<file path="config.mk">
export PLATFORM = sky130hd
export DESIGN_NAME = xor_seq_ctrl_flat
export DESIGN_NICKNAME = d
export VERILOG_FILES = /design/src/rtl/xor_seq_ctrl_pkg.sv /design/src/rtl/xor_seq_ctrl_if.sv /design/src/rtl/xor_seq_ctrl_xor_86b.sv /design/src/rtl/xor_seq_ctrl.sv /design/src/flat_wrapper.sv
export SDC_FILE = /design/constraint.sdc
export NUM_CORES = 1
export LEC_CHECK = 0
export ABC_AREA = 1
export CAP_MARGIN = 20
export CELL_PAD_IN_SITES_DETAIL_PLACEMENT = 1
export CELL_PAD_IN_SITES_GLOBAL_PLACEMENT = 2
export CORE_MARGIN = 2
export CORE_UTILIZATION = 27
export DETAILED_ROUTE_END_ITERATION = 8
export GPL_ROUTABILITY_DRIVEN = 0
export PLACE_DENSITY = 0.72
export SLEW_MARGIN = 30
export SYNTH_ARGS = -nofsm -noshare
export SYNTH_HDL_FRONTEND = slang
export SYNTH_SLANG_ARGS = --single-unit
</file>
<file path="constraint.sdc">
create_clock -name clk -period 1.8 [get_ports clk]
set_input_delay 0.36 -clock clk [delete_from_list [all_inputs] [get_ports clk]]
set_output_delay 0.36 -clock clk [all_outputs]
set_load 0.005 [all_outputs]
</file>
<file path="src/rtl/xor_seq_ctrl_pkg.sv">
// Shared definitions for the nibble-serial XOR sequencer.
// Holds opcode constants (also consumed by microcode ROM generation),
// FSM state encodings, datapath widths, the request payload struct and
// the effective-B helper.
package xor_seq_defs;

  localparam int unsigned NIB_W  = 4;
  localparam int unsigned DATA_W = 8;
  localparam int unsigned OP_W   = 2;
  localparam int unsigned ST_W   = 2;

  localparam logic [OP_W-1:0] OP_XOR  = 2'b00;
  localparam logic [OP_W-1:0] OP_XNOR = 2'b01;
  localparam logic [OP_W-1:0] OP_NOT  = 2'b10;
  localparam logic [OP_W-1:0] OP_CMP  = 2'b11;

  localparam logic [ST_W-1:0] ST_IDLE = 2'b00;
  localparam logic [ST_W-1:0] ST_LO   = 2'b01;
  localparam logic [ST_W-1:0] ST_HI   = 2'b10;
  localparam logic [ST_W-1:0] ST_DONE = 2'b11;

  // Request payload sampled on accept
  typedef struct packed {
    logic [OP_W-1:0]   op;
    logic [DATA_W-1:0] a;
    logic [DATA_W-1:0] b;
  } req_t;

  // B operand fed to the XOR chip so that every op reduces to a ^ b'
  function automatic logic [DATA_W-1:0] eff_b(input logic [OP_W-1:0] op,
                                              input logic [DATA_W-1:0] b);
    logic [DATA_W-1:0] r;
    case (op)
      OP_XNOR: r = ~b;
      OP_NOT:  r = {DATA_W{1'b1}};
      default: r = b;
    endcase
    return r;
  endfunction

endpackage

</file>
<file path="src/rtl/xor_seq_ctrl_if.sv">
// Request/result bus between microcode control and the XOR sequencer.
//   start : request strobe (master -> slave)
//   req   : op / a / b payload (master -> slave)
//   ready : sequencer idle (slave -> master)
//   valid : one-cycle result pulse (slave -> master)
//   y     : 8-bit result (slave -> master)
//   zero  : XOR-result-is-zero flag (slave -> master)
interface xor_seq_ctrl_if;
  import xor_seq_defs::*;

  logic              start;
  req_t              req;
  logic              ready;
  logic              valid;
  logic [DATA_W-1:0] y;
  logic              zero;

  modport master (output start, req, input ready, valid, y, zero);
  modport slave  (input start, req, output ready, valid, y, zero);

endinterface

</file>
<file path="src/rtl/xor_seq_ctrl_xor_86b.sv">
// Model of the 4-bit 74xx86 bus-variant XOR chip.
//   a, b : 4-bit inputs
//   y    : 4-bit a ^ b
module xor_86b
  import xor_seq_defs::*;
(
  input  logic [NIB_W-1:0] a,
  input  logic [NIB_W-1:0] b,
  output logic [NIB_W-1:0] y
);

  assign y = a ^ b;

endmodule

</file>
<file path="src/rtl/xor_seq_ctrl.sv">
// Nibble-serial 8-bit XOR/XNOR/NOT/CMP sequencer around one xor_86b chip.
//   clk   : system clock, rising edge
//   reset : synchronous active-high reset
//   bus   : slave side of xor_seq_ctrl_if (start/req in, ready/valid/y/zero out)
module xor_seq_ctrl
  import xor_seq_defs::*;
(
  input  logic           clk,
  input  logic           reset,
  xor_seq_ctrl_if.slave  bus
);

  logic [ST_W-1:0]   state;
  logic [ST_W-1:0]   state_d;
  logic [OP_W-1:0]   op_q;
  logic [DATA_W-1:0] a_q;
  logic [DATA_W-1:0] b_q;
  logic [NIB_W-1:0]  scratch_lo;
  logic [DATA_W-1:0] y_q;
  logic              zero_q;
  logic              valid_q;

  logic              accept;
  logic              lo_en;
  logic              hi_en;
  logic [NIB_W-1:0]  chip_a;
  logic [NIB_W-1:0]  chip_b;
  logic [NIB_W-1:0]  chip_y;
  logic [DATA_W-1:0] assembled;

  // State register
  always_ff @(posedge clk) begin
    if (reset) state <= ST_IDLE;
    else       state <= state_d;
  end

  // Next state, chip nibble mux and load strobes; chip idles at 0
  always_comb begin
    state_d = state;
    accept  = 1'b0;
    lo_en   = 1'b0;
    hi_en   = 1'b0;
    chip_a  = '0;
    chip_b  = '0;
    case (state)
      ST_IDLE: begin
        if (bus.start) begin
          accept  = 1'b1;
          state_d = ST_LO;
        end
      end
      ST_LO: begin
        chip_a  = a_q[NIB_W-1:0];
        chip_b  = b_q[NIB_W-1:0];
        lo_en   = 1'b1;
        state_d = ST_HI;
      end
      ST_HI: begin
        chip_a  = a_q[DATA_W-1:NIB_W];
        chip_b  = b_q[DATA_W-1:NIB_W];
        hi_en   = 1'b1;
        state_d = ST_DONE;
      end
      ST_DONE: state_d = ST_IDLE;
      default: state_d = ST_IDLE;
    endcase
  end

  xor_86b u_chip (
    .a (chip_a),
    .b (chip_b),
    .y (chip_y)
  );

  assign assembled = {chip_y, scratch_lo};

  // Operand, scratch and result registers; results land on HI->DONE so
  // they are visible for the whole DONE cycle alongside valid
  always_ff @(posedge clk) begin
    if (reset) begin
      op_q       <= '0;
      a_q        <= '0;
      b_q        <= '0;
      scratch_lo <= '0;
      y_q        <= '0;
      zero_q     <= 1'b0;
      valid_q    <= 1'b0;
    end else begin
      valid_q <= hi_en;
      if (accept) begin
        op_q <= bus.req.op;
        a_q  <= bus.req.a;
        b_q  <= eff_b(bus.req.op, bus.req.b);
      end
      if (lo_en) scratch_lo <= chip_y;
      if (hi_en) begin
        zero_q <= (assembled == '0);
        if (op_q != OP_CMP) y_q <= assembled;
      end
    end
  end

  assign bus.ready = (state == ST_IDLE);
  assign bus.valid = valid_q;
  assign bus.y     = y_q;
  assign bus.zero  = zero_q;

endmodule

</file>
<file path="src/flat_wrapper.sv">
// flat-port wrapper written by rule: the top's interface ports become plain ports
module xor_seq_ctrl_flat import xor_seq_defs::*;
  (clk, reset, bus_start, bus_req, bus_ready, bus_valid, bus_y, bus_zero);
  xor_seq_ctrl_if bus_i ();
  input  logic clk;
  input  logic reset;
  input wire logic [$bits(bus_i.start)-1:0] bus_start;
  input wire logic [$bits(bus_i.req)-1:0] bus_req;
  output wire logic [$bits(bus_i.ready)-1:0] bus_ready;
  output wire logic [$bits(bus_i.valid)-1:0] bus_valid;
  output wire logic [$bits(bus_i.y)-1:0] bus_y;
  output wire logic [$bits(bus_i.zero)-1:0] bus_zero;
  assign bus_i.start = bus_start;
  assign bus_i.req = bus_req;
  assign bus_ready = bus_i.ready;
  assign bus_valid = bus_i.valid;
  assign bus_y = bus_i.y;
  assign bus_zero = bus_i.zero;
  xor_seq_ctrl u_core (.clk(clk), .reset(reset), .bus(bus_i));
endmodule
</file>
# --- After elaboration in Yosys (flattened, before gate mapping) ---
# Index checks and enable logic that the tools add are counted.
op_classes:
  muxes: 9
  n_reduce_logical: 3
  eq_ne: 7
  bitwise: 2
ops:
  columns: ["op", "n"]
  rows:
  - ["4-bit one-hot mux with 2 select lines", 2]
  - ["8-bit one-hot mux with 2 select lines", 1]
  - ["8-bit logical NOT", 1]
  - ["8-bit inverter", 1]
  - ["2-bit one-hot mux with 4 select lines", 1]
  - ["2-bit == test (second input constant)", 3]
  - ["2-bit by 1-bit == test with 1-bit output (second input constant)", 2]
  - ["1-bit two-way mux", 4]
  - ["2-bit inequality test (second input constant)", 2]
  - ["4-bit XOR", 1]
  - ["2-bit logical NOT", 1]
  - ["2-bit two-way mux", 1]
  - ["2-bit AND reduction", 1]
totals:
  register_bits: 34
  output_inout_bits: 11
  elab_cells: 29

# --- Longest topological paths before layout ---
# Gate-level depths: netlist of run 1.
logic_depth:
  word_depth: 4
  mapped_depth: 11
  ltp_nobuf: 10

# --- Hierarchy ---
# A second synthesis of run 1 with hierarchy kept.
hier_totals:
  hier_cells: 237
  hier_area_um2: 1665.3
by_module_without_submodules:
  columns: ["module", "instances", "cells_each", "area_per_inst_um2"]
  rows:
  - ["xor_seq_ctrl", 1, 217, 1590.3]
  - ["xor_86b", 1, 20, 75.1]

# --- Worst setup path before layout of run 1 ---
# No wires, ideal clock.
synth_path:
  kind: "reg-to-reg"
  start: "reg u_core.state[0]"
  end: "reg u_core.zero_q, in the netlist u_core.bus.zero"
  synth_period_minus_slack_ps: 1338
  n_path_buf: 1
  setup_time_ps: 131
  stages_incl_launch_ff: 12
  setup_slack_ps: 462
  arrival_ps: 1207
  cell_sequence: "dfxtp_1 > inv_1 > ha_1 > buf_6 > nand2_1 > nand2_1 > nand2_1 > nand2_1 > nor2_1 > nor2_1 > nand3_1 > a21oi_2"
synth_via:
  word_cells_on_any_way: 7
  cone_classes: "eq/ne: 2; mux: 3; bitwise: 1; reduce/logical: 1"
synth_rtl:
  columns: ["element", "line", "source"]
  rows:
  - ["start: declaration", "xor_seq_ctrl.sv:13", "logic [ST_W-1:0] state;"]
  - ["start signal: assignment", "xor_seq_ctrl.sv:34", "else state <= state_d;"]
  - ["2-bit == test", "xor_seq_ctrl.sv:45", "case (state)"]
  - ["1-bit two-way mux", "xor_seq_ctrl.sv:45", null]
  - ["named net u_core.hi_en", "xor_seq_ctrl.sv:25", "logic hi_en;"]
  - ["end signal: assignment", "xor_seq_ctrl.sv:97", "zero_q <= (assembled == '0);"]
  - ["end: declaration", "xor_seq_ctrl.sv:20", "logic zero_q;"]
# The timed path passes the listed nets, and every way through them passes these cells.
# A chain may end at the register's enable or synchronous reset.

# --- Worst setup path in the final report of run 1 ---
layout_path:
  start: "reg u_core.state[1]"
  end: "out bus_ready"
layout_via:
  elab_chain_cells: 1
layout_lines:
  columns: ["element", "line", "source"]
  rows:
  - ["2-bit logical NOT", "xor_seq_ctrl.sv:103", "assign bus.ready = (state == ST_IDLE);"]
  - ["end: declaration", "flat_wrapper.sv:9", "output wire logic [$bits(bus_i.ready)-1:0] bus_ready;"]
# No other way between the ends.

==> results of run 1 <==
critical path: cells and delay by family (launching register included):
kind	cells	cell delay, ns
fa+ha+maj	1	0.20
flops	1	0.32
buf+inv	2	0.60
cell families after synthesis:
| kind of cell | after synthesis | share of synthesized area, % |
|---|---|---|
| buffers and inverters | 35 | 10.2 |
| AND/OR/NAND/NOR | 72 | 18.2 |
| flip-flops | 34 | 44.2 |
| adder cells (fa/ha/maj) | 5 | 4.07 |
| AO/OA/AOI/OAI | 68 | 23.3 |
metal layers:
metal | global-route usage, % | vias to the layer above
met2 | 23.4 | 22
met1 | 15.7 | 672
met5 | 0 | -
li1 | - | 771
met3 | 3.85 | 7
met4 | 4.14 | 0
per-stage QoR:
step,utilization [%],power [mW],instance area [µm²],hold WS (ns),setup TNS [ns]
floorplan,-,1.99,1540,0.444,0
global placement,35.8,2.50,1970,0.465,-0.0103
CTS,37.5,3.14,2060,0.489,0
detailed placement,35.8,2.53,1970,0.476,-0.0895
global route,37.6,3.40,2070,0.508,-0.0318
finish,37.6,3.10,2070,0.482,0
cells in the mapped netlist, drive strengths merged:
cell / instances
buf: 5
nor2: 34
a21oi: 18
nand2: 34
inv: 27
nor3: 1
clkbuf: 3
ha: 5
a211oi: 1
nand3: 3
dfxtp: 34
o21ai: 46
o211ai: 2
a221oi: 1
path summary, 6_finish.rpt:
path	startpoint	slack [ns]	end
max	u_core.state[1]	0.03	bus_ready
min	u_core.a_q[1]	0.48	u_core.a_q[1]
max reg2reg	u_core.state[0]	0.24	u_core.bus.zero
min reg2reg	u_core.a_q[1]	0.48	u_core.a_q[1]
sequential cells by signal (all words and copies together) (netlist names):
register / count
u_core.state: 2
u_core.b_q: 8
u_core.bus.valid: 1
u_core.op_q: 2
u_core.bus.y: 8
u_core.scratch_lo: 4
u_core.a_q: 8
u_core.bus.zero: 1
power breakdown:
part | internal, mW | total, mW | switching, mW
combinational | 0.607 | 1.35 | 0.744
clock | 0.308 | 0.600 | 0.292
sequential | 1.02 | 1.15 | 0.126
total | 1.93 | 3.10 | 1.16
area by class of cell:
| type | count | area, µm² | share of cell area (%) |
|---|---|---|---|
| clock buffers | 6 | 82.6 | 3.99 |
| clock inverters | 2 | 12.5 | 0.605 |
| inverters | 27 | 104 | 5.02 |
| multi-input cells | 145 | 707 | 34.2 |
| flip-flops and latches | 34 | 681 | 32.9 |
| well taps | 72 | 90.1 | 4.35 |
| repair buffers | 42 | 393 | 19.0 |
==> impl_metrics.yaml, run 1 <==
yosys:
  syn_avg_cell_area_um2: 7.19
  synth_top_area_share_pct: 44.2
  ys_seq_area_share_pct: 44.2
  synth-seq-cells: 34
  synth_top_cell_by_area: "dfxtp_1"
  netlist_area_mm2: 0.00154
  synthCells: 214
  synthTopCellsByArea: "dfxtp_1 44%, o21ai_0 14%, nand2_1 8.3%, nor2_1 8.3%, inv_1 6.1%"
  synth_nets: 240
  yosys_warnings: 0
  synth_cell_types: 23
detailed_routing:
  wl_um: 3820
  routed-wl-met3_um: 147
  firstDrtPassIters: 4
  drc: 0
  routed-via-count: 1472
  maxUsedRoutingLayer: "met4"
  viasPerCell: 4.49
  wire_per_inst_um: 11.6
  drtAntennaViolNets: 0
  wl_met1_um: 1860
  dr_wl_met2_um: 1760
  drtIter0Drc: 34
critical_path:
  start_kind: "flip-flop"
  critPathSlowestCell: "clkdlybuf4s50_1"
  ff2ff_path_depth: 11
  cpPeakStageDelay_ns: 0.50
  cp.required_ns: 1.44
  arrival_ns: 1.41
  worstPathMaxFanout: 3
  crit_type: "flip-flop to primary output"
  crit_chain: "inv_1, ha_2, clkdlybuf4s50_1"
  end_kind: "primary output"
placement:
  place_ws_ns: -0.0357
  dp.cells: 320
  hpwl_um: 2830
  port_buffers: 31
timing:
  timing.final.ws_setup_ns: 0.0317
  setup_viol: 0
  fin_crit_sh_pct: 98.2
  finalHoldViolCount: 0
  tightest_slew_ns: 0.405
  rsz0062_at_grt: "true"
  max_freq_ghz: 0.566
  drv_slew: 0
  fin_crit_ns: 1.77
  skew_ns: 0.00787
  maxSlewHeadroom_pct: 73.0
clock_tree:
  root_buffer: "clkbuf_8"
  cts_resized: 0
  cts_setup_buffers: 0
  htreeDepth: 2
  ctsHoldBuffers: 0
  clock_latency_ns: 0.29
  clkTransAtPathRegs_ns: 0.08
  cts_sinks: 34
  cts_tree: "built"
  clock_path_buffers: 2
  numCtsBuffers: 5
floorplan:
  design.core.area_mm2: 0.00551
  fp.dieArea_mm2: 0.00632
  fp.dieW_um: 79.5
  initial_core_util_pct: 27.9
  num_io_pins: 32
  rows: 27
  die_y_um: 79.5
final_layout:
  nNetsFinal: 281
  syn_to_final_growth_pct: 34.5
  mostFrequentLayoutCells: "44 x o21ai_0, 34 x nor2_1, 34 x nand2_1, 34 x dfxtp_1, 31 x clkdlybuf4s50_1"
  diodes: 0
  drive_gt1_share_pct: 10.5
  instances_no_fill: 328
  n_fill_cell: 698
  final_common_cell: "o21ai_0"
min_path:
  hold_depth: 2
  min_path_type: "flip-flop to flip-flop"
global_route:
  grt_max_degree: 28
  overflow: 0
  track_usage_pct: 13.4
  first_global_vias: 1447
  grt_pass1_wl_um: 6550
  antenna_found_initial: 0
power:
  power.density_mw_per_mm2: 1500
  ir_drop_mv: 0.379
  p_leak_nw: 0.892
run_status:
  status: "complete, no violations"
flow_run:
  cap_violations: 0
No activity file was read; power rests on OpenSTA's default activity.
==> run 2, diff against run 1 <==
--- a/config.mk
+++ b/config.mk
@@ -11,6 +11,7 @@
 export CELL_PAD_IN_SITES_GLOBAL_PLACEMENT = 2
 export CORE_MARGIN = 2
 export CORE_UTILIZATION = 27
+export CTS_CLUSTER_SIZE = 14
 export DETAILED_ROUTE_END_ITERATION = 8
 export GPL_ROUTABILITY_DRIVEN = 0
 export PLACE_DENSITY = 0.72
==> results of run 2 <==
The final DEF is identical to that of run 1; final timing and power are the same.
==> run 3, diff against run 2 <==
--- a/config.mk
+++ b/config.mk
@@ -15,7 +15,6 @@
 export DETAILED_ROUTE_END_ITERATION = 8
 export GPL_ROUTABILITY_DRIVEN = 0
 export PLACE_DENSITY = 0.72
-export SLEW_MARGIN = 30
 export SYNTH_ARGS = -nofsm -noshare
 export SYNTH_HDL_FRONTEND = slang
 export SYNTH_SLANG_ARGS = --single-unit
==> results of run 3 <==
The final DEF is identical to that of run 1; final timing and power are the same.
